[src/rtl/serial_adder_pkg.sv]
// serial_adder_pkg: shared FSM encodings and a gate-free counter increment helper
package serial_adder_pkg;

    localparam logic [1:0] IDLE = 2'd0;
    localparam logic [1:0] RUN  = 2'd1;
    localparam logic [1:0] DONE = 2'd2;

    // Ripple increment built from xor/and so the design never needs the + operator
    function automatic logic [31:0] inc32(input logic [31:0] x);
        logic [31:0] r;
        logic c;
        c = 1'b1;
        for (int i = 0; i < 32; i++) begin
            r[i] = x[i] ^ c;
            c    = x[i] & c;
        end
        return r;
    endfunction

endpackage

[src/rtl/serial_adder_full_adder.sv]
// serial_adder_full_adder: primitive two-input gate cells and a structural full adder
module _xor (
    output logic y,
    input  logic a,
    input  logic b
);
    assign y = a ^ b;
endmodule

module _and (
    output logic y,
    input  logic a,
    input  logic b
);
    assign y = a & b;
endmodule

module _or (
    output logic y,
    input  logic a,
    input  logic b
);
    assign y = a | b;
endmodule

module full_adder (
    output logic s,
    output logic cout,
    input  logic a,
    input  logic b,
    input  logic cin
);
    logic w_p, w_g, w_t;

    _xor u_x0 (.y(w_p),  .a(a),   .b(b));
    _xor u_x1 (.y(s),    .a(w_p), .b(cin));
    _and u_a0 (.y(w_g),  .a(a),   .b(b));
    _and u_a1 (.y(w_t),  .a(cin), .b(w_p));
    _or  u_o0 (.y(cout), .a(w_g), .b(w_t));
endmodule

[src/rtl/serial_adder.sv]
// serial_adder: LSB-first bit-serial adder with start/busy/done handshake
module serial_adder
    import serial_adder_pkg::*;
#(
    parameter int WIDTH = 8
) (
    input  logic             clk,
    input  logic             rst,
    input  logic             start,
    input  logic [WIDTH-1:0] a,
    input  logic [WIDTH-1:0] b,
    output logic             busy,
    output logic             done,
    output logic [WIDTH-1:0] sum,
    output logic             cout
);
    localparam int CW = $clog2(WIDTH + 1);
    localparam logic [CW-1:0] LAST = CW'(WIDTH - 1);

    logic [1:0]       r_state;
    logic [WIDTH-1:0] r_opa, r_opb, r_sum;
    logic             r_carry, r_cout;
    logic [CW-1:0]    r_cnt;
    logic [WIDTH-1:0] w_sum_nxt;
    logic [CW-1:0]    w_cnt_nxt;
    logic             w_s, w_c;

    full_adder u_fa (
        .s    (w_s),
        .cout (w_c),
        .a    (r_opa[0]),
        .b    (r_opb[0]),
        .cin  (r_carry)
    );

    // New sum bit enters at the MSB while the register shifts right; counter steps by one
    always_comb begin
        w_sum_nxt            = r_sum >> 1;
        w_sum_nxt[WIDTH-1]   = w_s;
        w_cnt_nxt            = CW'(inc32(32'(r_cnt)));
    end

    // FSM, operand/sum shift registers, carry flop and bit counter
    always_ff @(posedge clk) begin
        if (rst) begin
            r_state <= IDLE;
            r_opa   <= '0;
            r_opb   <= '0;
            r_sum   <= '0;
            r_cout  <= 1'b0;
            r_carry <= 1'b0;
            r_cnt   <= '0;
        end else begin
            case (r_state)
                IDLE: if (start) begin
                    r_state <= RUN;
                    r_opa   <= a;
                    r_opb   <= b;
                    r_sum   <= '0;
                    r_cout  <= 1'b0;
                    r_carry <= 1'b0;
                    r_cnt   <= '0;
                end
                RUN: begin
                    r_opa   <= r_opa >> 1;
                    r_opb   <= r_opb >> 1;
                    r_sum   <= w_sum_nxt;
                    r_carry <= w_c;
                    r_cnt   <= w_cnt_nxt;
                    if (r_cnt == LAST) begin
                        r_state <= DONE;
                        r_cout  <= w_c;
                    end
                end
                DONE:    r_state <= IDLE;
                default: r_state <= IDLE;
            endcase
        end
    end

    assign busy = (r_state == RUN);
    assign done = (r_state == DONE);
    assign sum  = r_sum;
    assign cout = r_cout;

endmodule
[config.mk]
export PLATFORM = sky130hd
export DESIGN_NAME = serial_adder
export DESIGN_NICKNAME = d
export VERILOG_FILES = /design/src/rtl/serial_adder_pkg.sv /design/src/rtl/serial_adder_full_adder.sv /design/src/rtl/serial_adder.sv
export SDC_FILE = /design/constraint.sdc
export NUM_CORES = 1
export LEC_CHECK = 0
export ABC_CLOCK_PERIOD_IN_PS = 2800
export BUFFER_PORTS_ARGS = -buffer_cell sky130_fd_sc_hd__buf_2
export CAP_MARGIN = 10
export CORE_UTILIZATION = 50
export CTS_CLUSTER_DIAMETER = 80
export DETAILED_ROUTE_END_ITERATION = 7
export HOLD_SLACK_MARGIN = 0.05
export PLACE_DENSITY = 0.84
export REMOVE_ABC_BUFFERS = 1
export SETUP_SLACK_MARGIN = 0.1
export SLEW_MARGIN = 25
export SYNTH_ARGS = -nofsm -noshare
export SYNTH_HDL_FRONTEND = slang
export SYNTH_SLANG_ARGS = --single-unit
[constraint.sdc]
create_clock -name clk -period 2.8 [get_ports clk]
set_input_delay 0.42 -clock clk [delete_from_list [all_inputs] [get_ports clk]]
set_output_delay 0.42 -clock clk [all_outputs]
set_load 0.005 [all_outputs]
After elaboration in Yosys (flattened, before gate mapping)
Index checks and enable logic that the tools add are counted.
W data, S select, Z words.
{ "totals": {"register_bits": 32, "inputBits": 19, "output_inout_bits": 11, "elab_cells": 43} }
{ "classes": {"eq_ne": 5, "n_mux": 15, "n_bitwise": 11, "reduce_logical": 5} }
{ "ops": {"columns": ["cell", "count"], "rows": [
  ["$pmux W8 S2", 3],
  ["$mux W8", 3],
  ["$pmux W4 S2", 1],
  ["$xor A1 B1 Y1", 5],
  ["$and A1 B1 Y1", 4],
  ["$eq A4 B3 Y1 const B", 1],
  ["$mux W2", 2],
  ["$mux W4", 1],
  ["$pmux W1 S2", 2],
  ["$pmux W2 S2", 1],
  ["$reduce_and A2 Y1", 2],
  ["$reduce_and A3 Y1", 1],
  ["$eq A2 B1 Y1 const B", 1],
  ["$eq A2 B2 Y1 const B", 1],
  ["$logic_not A2 Y1", 1],
  ["$mux W1", 2],
  ["$ne A2 B1 Y1 const B", 1],
  ["$ne A2 B2 Y1 const B", 1],
  ["$reduce_bool A2 Y1", 1],
  ["$not A1 Y1", 1],
  ["$or A1 B1 Y1", 1]
]} }

Logic depth before layout (Yosys ltp)
{ "depth": {"ltp_word": 5, "mapped_depth": 6, "depth_no_buf": 4} }

By module
A second synthesis with hierarchy kept.
{ "unflattened": {"cells_unflattened": 158, "area_unflattened_um2": 1516.5} }
{ "modules_own_cells": {"columns": ["mod", "instances", "cells_per_inst", "area_per_inst_um2", "seq_area_each_um2"], "rows": [
  ["serial_adder", 1, 153, 1480.2, 640.6],
  ["_xor", 2, 1, 8.8, 0.0],
  ["_and", 2, 1, 6.3, 0.0],
  ["_or", 1, 1, 6.3, 0.0]
]} }

Worst setup path before layout
No wires, ideal clock.
{ "synth_path": {"path_kind": "register to output", "from": "register r_state[1]", "to": "output port busy", "t_arrival_ns": 0.781, "required_ns": 2.380, "slack_ns": 1.599, "path_stages_with_launch": 5, "n_path_buf": 2, "path_cell_list": "dfxtp_1 > nand2b_1 > buf_6 > inv_8 > buf_4"} }
{ "synth_via": {"elab_chain_cells": 1} }
{ "synth_rtl": {"columns": ["element", "line_no", "rtl"], "rows": [
  ["start: declaration", "serial_adder.sv:20", "logic [1:0] r_state;"],
  ["start signal: assignment", "serial_adder.sv:46", "r_state <= IDLE;"],
  ["start signal: assignment", "serial_adder.sv:56", "r_state <= RUN;"],
  ["start signal: assignment", "serial_adder.sv:71", "r_state <= DONE;"],
  ["$eq A2 B1 Y1", "serial_adder.sv:81", "assign busy = (r_state == RUN);"],
  ["end: declaration", "serial_adder.sv:12", "output logic busy,"]
]} }
No other way between the ends.

Final worst setup path
{ "layout_path": {"from": "register r_state[0]", "to": "output port busy"} }
Same word-level chain as after synthesis.

==> run summary <==
Status = completed
Fraction of layout cells with a size suffix above 1 = 39.43%
Rows = 19
Reg2reg setup slack = 1.42 ns
Antenna diodes = 0
Total gr overflow = 0
Synth Register Bits = 32
Starting Density = 53.26%
Critical path arrival = 1.41 ns
CTS Hold Bufs = 0
Vias per std cell = 5.539
Clk buf depth = 2
Wire per inst = 13.20 um
Worst endpoint required time = 2.38 ns
Synth warn = 0
Yosys top cell area share = 43.24%
Final setup violation count = 0
Critical Path Slowest Stage Cell = dfxtp_1
DRT Pass-1 Iters = 4
Via count = 1141
First-pass GRT wire length = 4781 um
Slew HR = 53.97%
Max rail drop VDD = 0.4450 mV
Nets@finish = 196
Skew final = 0.006164 ns
Drt total wl = 2719 um
PostCTS Resize Cnt = 0
Layout area overhead = 11.23%
Drt drc = 0
Skew-Pair Late Insertion Delay = 0.33 ns
CORE AREA = 2781 um2
Largest net degree at the start of global routing = 33
DP HPWL = 1825 um
Total track usage = 19.20%
Syn_area_per_cell = 9.942 um2
CP Buf/Inv Count = 3
# Max-Cap Violations = 0
Register area share after synthesis = 43.24%
Final TNS setup = 0 ns
Initial antenna violation count = 0
LEAKAGE = 0.7000 nW
GPL Wtd Cong = 0.7349
Unrepaired setup endpoints after global routing = no
Die width = 56.43 um
Fin crit period = 1.830 ns
Slew @ Worst Pin = 0.6905 ns
Slowest Stage Delay on Critical Path = 0.43 ns
Die span in y = 56.43 um
CP delay by family, top = buffers and inverters
Final hold violation count = 0
Critical path endpoint category = primary output
HP Class = in -> reg
Period utilization = 65.34%
Clk sink count = 32
Setup CP Type = reg -> out
Ports = 30
Vias in the first global route = 1127
CTS tree = yes
Count of distinct cell types in the synthesized netlist = 28
Cell area after synthesis = 1481 um2
Reg clk slew, reported paths = 0.10 ns
Critical path, cell by cell = nand2b_1, buf_4, inv_8, buf_2
Pwr/cell area = 588.9 nW/um2
Final max-slew violation count = 0
Mapped Cells = 149
Die area = 3184 um2
Largest cells by area after synthesis = dfxtp_1 (43%), a211oi_2 (12%), a21oi_2 (8.3%)
FMAX = 0.5466 GHz
Total CTS buffers = 5
Starting DRT DRC Count = 23
Number of post-CTS setup repair buffers = 0
Worst Setup Start Kind = flop
Routed Antenna Nets = 0
PortBufs = 29
CTS root buf = clkbuf_4
Leading area contributor after synthesis = dfxtp_1
PnR Total Power = 0.9704 mW
Crit Path Max Fanout = 30
CTS H-tree lvls = 2
metal layers:
layer	vias to the layer above	track usage, %	wire length (um)
li1	578	-	-
met1	541	23.19	1254
met2	17	29.75	1327
met3	5	7.834	102
met4	0	8.711	35
met5	-	0	0
flip-flops by register name (all words and copies together) (netlist names):
| register | cells |
|---|---|
| r_opa | 8 |
| r_opb | 8 |
| sum | 8 |
| r_cnt | 4 |
| r_state | 2 |
| cout | 1 |
| r_carry | 1 |
worst paths after layout:
path,from,end,cells past startpoint
worst min register to register,r_cnt[0],r_cnt[0],1
worst max-delay path,r_state[0],busy,4
worst min-delay path,b[7],r_opb[7],3
worst max register to register,r_state[0],r_opb[5],3
final cells by class:
type | count | area (um2)
inverter | 1 | 11.26
tap | 31 | 38.79
timing repair buffer | 31 | 160.2
fill | 247 | 1134
multi-input combinational | 103 | 716.9
clock buffer | 5 | 37.54
clock inverter | 3 | 42.54
sequential | 32 | 640.6
cells by family after synthesis:
logic type                 synth area share, %
and+or+nand+nor                          14.78
AOI/OAI and AO/OA                        30.32
DFF                                      43.24
buffers and inverters                    8.614
adders and majority gates                3.040
metrics by stage:
step / cell area [um2] / setup slack [ns] / std cells / utilization [%] / hold WS (ns)
final: 1648 / 0.9704 / 206 / 59.24 / 0.3239
after global routing: 1648 / 0.8481 / 206 / 59.24 / 0.3189
after CTS: 1648 / 0.9485 / 206 / 59.24 / 0.3150
after detailed placement: 1568 / 1.324 / 198 / 56.37 / 0.4671
after global placement: 1568 / 1.373 / 198 / 56.37 / 0.4655
after floorplan: 1365 / 0.4912 / 136 / - / 0.4384
synth_stat cells (all sizes together):
library cell   n
dfxtp         32
nor2          28
a211oi        16
a21oi         15
nand2         15
a22oi         13
buf           10
clkbuf         3
ha             2
nand3          2
nor3           2
a31oi          1
and2b          1
and3b          1
fa             1
inv            1
nand2b         1
nand3b         1
nor3b          1
o211a          1
o21ba          1
o21bai         1
worst reg2reg max path, delay by kind of cell, from the launching register on:
family / cells / cell delay, ns
AOI/OAI and AO/OA: 2 / 0.73
and+or+nand+nor: 1 / 0.13
DFF: 1 / 0.43
cells in the final DEF (no fill, tap or decap):
master / n
a211oi_1: 2
a211oi_2: 14
a21oi_1: 1
a21oi_2: 14
a22oi_1: 13
a31oi_1: 1
and2b_1: 1
and3b_1: 1
buf_2: 29
buf_4: 2
bufinv_16: 1
clkbuf_4: 5
clkinv_2: 1
clkinvlp_4: 1
dfxtp_1: 32
fa_1: 1
ha_1: 2
inv_8: 1
nand2_1: 15
nand2b_1: 1
nand3_1: 2
nand3b_1: 1
nor2_1: 28
nor3_1: 2
nor3b_1: 1
o211a_1: 1
o21ba_1: 1
o21bai_2: 1
power by group:
part           internal, mW  total, mW  switching [mW]
registers             0.478      0.495          0.0167
logic                0.0504      0.127          0.0762
clock network         0.186      0.349           0.163
total                 0.715      0.970           0.255
No activity file was read; power rests on OpenSTA's default activity.
